$ cat src/rtl/csa_resolve_avg.sv
// Resolves a carry-save (sum, carry) pair to a binary total over a 2-stage split carry chain
// and derives the saturated 4-neighbour average. Optional macro CSA_ROUND_EN selects round-half-up.
module csa_resolve_avg #(
  parameter int W_IN    = 7,
  parameter int SPLIT   = 4,
  parameter int MAX_SUM = 124
) (
  input  logic            clk,
  input  logic            rst_n,
  input  logic [W_IN-1:0] in_sum,
  input  logic [W_IN-1:0] in_carry,
  input  logic            in_valid,
  output logic            in_ready,
  output logic [W_IN:0]   out_total,
  output logic [W_IN-3:0] out_avg,
  output logic            out_err,
  output logic            out_valid,
  input  logic            out_ready
);

  localparam int HW = W_IN - SPLIT;
  localparam int AW = W_IN - 2;

  logic            adv1, adv2;
  logic            s1_valid_q, s2_valid_q;
  logic [SPLIT-1:0] s1_lo_q;
  logic            s1_c1_q;
  logic [HW-1:0]   s1_hi_sum_q, s1_hi_carry_q;
  logic [W_IN:0]   total_q;
  logic [AW-1:0]   avg_q;
  logic            err_q;

  logic [SPLIT:0]  lo_d;
  logic [HW:0]     hi_d;
  logic [W_IN:0]   total_d;
  logic [W_IN-1:0] avg_full;
  logic [AW-1:0]   avg_d;
  logic            err_d;

  assign adv2     = !s2_valid_q || out_ready;
  assign adv1     = !s1_valid_q || adv2;
  assign in_ready = adv1;

  always_comb begin
    lo_d    = {1'b0, in_sum[SPLIT-1:0]} + {1'b0, in_carry[SPLIT-1:0]};
    hi_d    = {1'b0, s1_hi_sum_q} + {1'b0, s1_hi_carry_q} + {{HW{1'b0}}, s1_c1_q};
    total_d = {hi_d, s1_lo_q};
    err_d   = total_d > (W_IN+1)'(MAX_SUM);
`ifdef CSA_ROUND_EN
    avg_full = W_IN'(({1'b0, total_d} + (W_IN+2)'(2)) >> 2);
`else
    avg_full = W_IN'(total_d >> 2);
`endif
    // The +2 rounding can push the quotient past the output width; clamp to all ones.
    if (err_d || (avg_full > {2'b00, {AW{1'b1}}})) begin
      avg_d = {AW{1'b1}};
    end else begin
      avg_d = avg_full[AW-1:0];
    end
  end

  always_ff @(posedge clk or negedge rst_n) begin
    if (!rst_n) begin
      s1_valid_q    <= 1'b0;
      s1_lo_q       <= '0;
      s1_c1_q       <= 1'b0;
      s1_hi_sum_q   <= '0;
      s1_hi_carry_q <= '0;
    end else if (adv1) begin
      s1_valid_q    <= in_valid;
      s1_lo_q       <= lo_d[SPLIT-1:0];
      s1_c1_q       <= lo_d[SPLIT];
      s1_hi_sum_q   <= in_sum[W_IN-1:SPLIT];
      s1_hi_carry_q <= in_carry[W_IN-1:SPLIT];
    end
  end

  always_ff @(posedge clk or negedge rst_n) begin
    if (!rst_n) begin
      s2_valid_q <= 1'b0;
      total_q    <= '0;
      avg_q      <= '0;
      err_q      <= 1'b0;
    end else if (adv2) begin
      s2_valid_q <= s1_valid_q;
      if (s1_valid_q) begin
        total_q <= total_d;
        avg_q   <= avg_d;
        err_q   <= err_d;
      end
    end
  end

  assign out_valid = s2_valid_q;
  assign out_total = total_q;
  assign out_avg   = avg_q;
  assign out_err   = err_q;

endmodule

$ cat config.mk
export PLATFORM = sky130hd
export DESIGN_NAME = csa_resolve_avg
export DESIGN_NICKNAME = d
export VERILOG_FILES = /design/src/rtl/csa_resolve_avg.sv
export SDC_FILE = /design/constraint.sdc
export NUM_CORES = 1
export LEC_CHECK = 0
export ABC_AREA = 1
export ABC_CLOCK_PERIOD_IN_PS = 4500
export BUFFER_PORTS_ARGS = -buffer_cell sky130_fd_sc_hd__buf_2
export CAP_MARGIN = 20
export CORE_UTILIZATION = 40
export CTS_CLUSTER_DIAMETER = 50
export CTS_CLUSTER_SIZE = 40
export DETAILED_ROUTE_END_ITERATION = 7
export PLACE_DENSITY_LB_ADDON = 0.08
export SKIP_CTS_REPAIR_TIMING = 1
export SYNTH_ARGS = -nofsm -noshare
export SYNTH_HDL_FRONTEND = slang
export SYNTH_SLANG_ARGS = --single-unit
$ cat constraint.sdc
create_clock -name clk -period 4.5 [get_ports clk]
set_input_delay 0.225 -clock clk [delete_from_list [all_inputs] [get_ports clk]]
set_output_delay 0.225 -clock clk [all_outputs]
set_load 0.02 [all_outputs]
* Yosys cells after proc, flatten, opt, wreduce, memory -nomap -nowiden
Cells that the tools add are included.
Widths: inputs -> output; s select.
** Operators by class
- Add/sub/neg operators :: 3
- $lt $le $gt $ge :: 2
- Mux-type cells :: 1
- Reductions and logical operators :: 6
** Operators by type and width (number)
- $gt 8x7->1 const B :: 1
- $gt 6x5->1 const B :: 1
- $add 4x4->5 :: 1
- $mux 5 :: 1
- $add 3x3->4 :: 1
- $add 4x1->4 :: 1
- $logic_or 1x1->1 :: 3
- $logic_not 1->1 :: 2
- $reduce_and 2->1 :: 1
** Word-level totals
- Register bits :: 27
- Input port bits :: 18
- Output and inout bits :: 16

* Longest topological paths before layout
- Depth in word-level cells :: 5
- Gate-level depth with buffers :: 9
- Depth with buffers taken out :: 9

* Least setup slack after synthesis
OpenSTA, ideal clock, no wires.
- Path kind :: register to register
- From :: reg s1_c1_q
- To :: reg avg_q[0], in the netlist out_avg[0]
- Library setup time :: 0.067 ns
- Arrival time :: 1.760 ns
- Data required time :: 4.433 ns
- Setup slack :: 2.674 ns
- Stages on the path, launching flop included :: 9
- Period minus slack after synthesis :: 1.826 ns
- Path through :: dfrtp_1 fa_1 fa_1 nand2_1 nor2_1 nand3_1 nand2_1 nand2_1 nand2_1
** Between the ends
- Cells in the longest elaborated chain, start to end :: 4
- Elaborated cells between the ends (all ways) :: 5
- Classes of those cells :: 1 x add/sub; 2 x order compare; 1 x mux; 1 x reduce/logical
** RTL lines
- start: declaration :: line 27 : logic s1_c1_q;
- start signal: assignment :: line 72 : s1_c1_q <= lo_d[SPLIT];
- $add 4x1->4 (*) :: line 46 : hi_d = {1'b0, s1_hi_sum_q} + {1'b0, s1_hi_carry_q} + {{HW{1'b0}}, s1_c1_q};
- named net hi_d[1] :: line 34 : logic [HW:0] hi_d;
- $gt 8x7->1 / $gt 6x5->1 (equally long branches) :: line 48, 55
- $logic_or 1x1->1 (*) :: line 55 : if (err_d || (avg_full > {2'b00, {AW{1'b1}}})) begin
- $mux 5 (*) :: line 55
- end signal: assignment :: line 88 : avg_q <= avg_d;
- end: declaration :: line 30 : logic [AW-1:0] avg_q;
The timed path passes the listed nets; every way through them passes the cells marked *.
A chain may end at the register's enable or synchronous reset.

* Final worst setup path
- From :: reg s1_c1_q
- To :: reg avg_q[2], in the netlist out_avg[2]
The elaborated chain is that of the path after synthesis.

==> run metrics <==
RSZ-0062 raised after global routing=false; CTS root buf=clkbuf_4; Layout fillers=326; Final Slew Violations=0; footprint of the multi-input gates=534 sq um; final setup fails=0; # DRC=0; vias in the first global route=922; total grt overflow=0; Post-Route Utilization=50.2%; Setup crit start kind=flip-flop; syn_area_per_cell=8.69 sq um; largest net degree at the start of global routing=28; Final nets=214; Sw Ratio=36.9%; number of I/O pins=34; antenna violations before repair=0; Synth top cells by count=nand2_1, dfrtp_1, inv_1; drt initial violations=40; routed vias=997; clock network fraction of total power=16.3%; Place WS=2.55 ns; Final Hold Vio Count=0; Synth area leader=dfrtp_1; worst-margin pin slew=0.575 ns; status=completed; synthesized cell area=1300 sq um; CTS Buf Count=3; PD cells=416 nW/um^2; max frequency=501 MHz; first-pass GRT wire length=4000 um; combinational share of power=33.5%; dpl hpwl=1850 um; Netlist cell types=17; period utilization=44.3%; critical path arrival=2.26 ns; EDFF count, synth=0; Via density=4.33; Synth Instances=150; most frequent cell after synthesis=nand2_1; Die W=59.1 um; H-Tree Level Count=1; Detail Route Antenna Nets=0; Max Cap Violations=0; Final WS setup=2.50 ns; Max transition margin=61.6%; Initial Utilization=42.4%; Rows=20; top area cells in the synthesized netlist=dfrtp_1, nand2_1, ha_1, inv_1, fa_1; synthesized flop and latch total=27; CTS Buffer Depth=2; clock sinks=27; Core Region=3080 sq um; worst skew pair latency=0.32 ns; register area share after synthesis=51.8%; final setup skew=0.0104 ns; Async S/R FF share, synth=100%; Synth top area share=51.8%; Tmin final=2.00 ns; Worst-path clk slew=0.15 ns; CP max FO=6; total track usage=15.5%; GPL Wtd Cong=0.689; Leak=0.871 nW; share of cells above drive strength 1=22.6%; Yosys warnings=0; Area Overhead vs Synth=18.5%; register area=676 sq um; setup TNS=0 ns; Worst VDD drop=0.000109 V; critical path capture point type=flip-flop; Die H=59.1 um; Psw=0.000237 W; Synth Flop Type=dfrtp_1; Sequential Power Share=50.2%; first-pass iteration count of the detailed router=4; Hold Crit Class=input pin to flip-flop; TritonCTS clock tree=built; DIE AREA=3490 sq um; DR WL/cell=10.2 um; diodes inserted=0; required time worst endpoint=4.76 ns; Post-Syn Nets=177; count of input and output buffers=33; Cell Int Power=0.000405 W; critical path class=flip-flop to flip-flop; Post-Route WL=2340 um
registers in the layout, indices dropped and copies added (netlist names):
signal / count
out_total: 8
s1_valid_q: 1
s1_hi_sum_q: 3
out_valid: 1
s1_hi_carry_q: 3
s1_lo_q: 4
out_err: 1
s1_c1_q: 1
out_avg: 5
worst paths after layout:
kind                       depth (start not counted)               end          from  slack (ns)
setup / recovery                                   8        out_avg[2]       s1_c1_q        2.50
hold / removal                                     3  s1_hi_carry_q[0]   in_carry[4]        0.08
setup reg to reg                                   8        out_avg[2]       s1_c1_q        2.50
hold reg to reg                                    2      out_total[4]  out_total[4]        0.49
max in group asynchronous                          2        out_avg[2]         rst_n        3.71
min in group asynchronous                          2        s1_lo_q[0]         rst_n        0.41
per-layer routing:
layer,global-route usage [%],up-vias,wire [um]
li1,-,530,-
met1,20.7,445,1130
met2,24.8,20,1120
met3,2.84,2,77
met4,6.12,0,19
met5,0,-,0
power by group through the flow:
stage          clock network [W]  registers, W  logic (W)
2_1_floorplan                  0      0.000373  0.0000986
3_3_place_gp                   0      0.000325   0.000214
3_5_place_dp                   0      0.000329   0.000217
4_1_cts                 0.000110      0.000323   0.000218
5_1_grt                 0.000118      0.000329   0.000247
6_report                0.000105      0.000322   0.000215
placed cells by master (no fill, tap or decap):
| master | netlist | layout |
|---|---|---|
| a21oi_1 | 3 | 3 |
| a21oi_4 | 1 | 1 |
| buf_2 | 0 | 33 |
| clkbuf_4 | 0 | 3 |
| clkinvlp_4 | 0 | 1 |
| dfrtp_1 | 27 | 27 |
| dlygate4sd3_1 | 0 | 1 |
| fa_1 | 3 | 3 |
| ha_1 | 6 | 6 |
| inv_1 | 18 | 18 |
| inv_2 | 2 | 2 |
| nand2_1 | 66 | 66 |
| nand3_1 | 5 | 5 |
| nand3_2 | 1 | 1 |
| nand3b_1 | 1 | 1 |
| nor2_1 | 3 | 3 |
| o21a_1 | 2 | 2 |
| o21ai_0 | 9 | 9 |
| or2_2 | 1 | 1 |
kinds of logic after synthesis:
group	count (synthesis)	share of synthesized area [%]
adder cells (fa/ha/maj)	9	10.4
AO/OA/AOI/OAI	15	7.01
AND/OR/NAND/NOR	77	23.6
buffers and inverters	22	7.20
flip-flops	27	51.8
critical path: stages (launching register included):
cell and delay (ns):
dfrtp_1 0.43, fa_1 0.47, fa_1 0.52, nand2_1 0.06
nor2_1 0.10, nand3_1 0.07, nand2_1 0.06, nand2_1 0.13
nand2_1 0.10
layout make-up:
type                    count  area share (%)
flip-flops and latches     27            43.7
clock buffers               3            1.46
repair buffers             34            11.3
well taps                  44            3.56
clock inverters             1           0.486
multi-input cells         101            34.6
inverters                  20            4.86
per-stage QoR:
| stage | hold slack (ns) | total power [W] | cell area (sq um) | std cells |
|---|---|---|---|---|
| after floorplan | -0.0706 | 0.000472 | 1300 | 150 |
| final | 0.0843 | 0.000643 | 1550 | 230 |
| after global routing | 0.0771 | 0.000694 | 1550 | 230 |
| after CTS | -0.113 | 0.000651 | 1540 | 229 |
| after global placement | 0.256 | 0.000539 | 1510 | 225 |
| after detailed placement | 0.262 | 0.000546 | 1510 | 225 |
(Power assumes the default switching activity.)
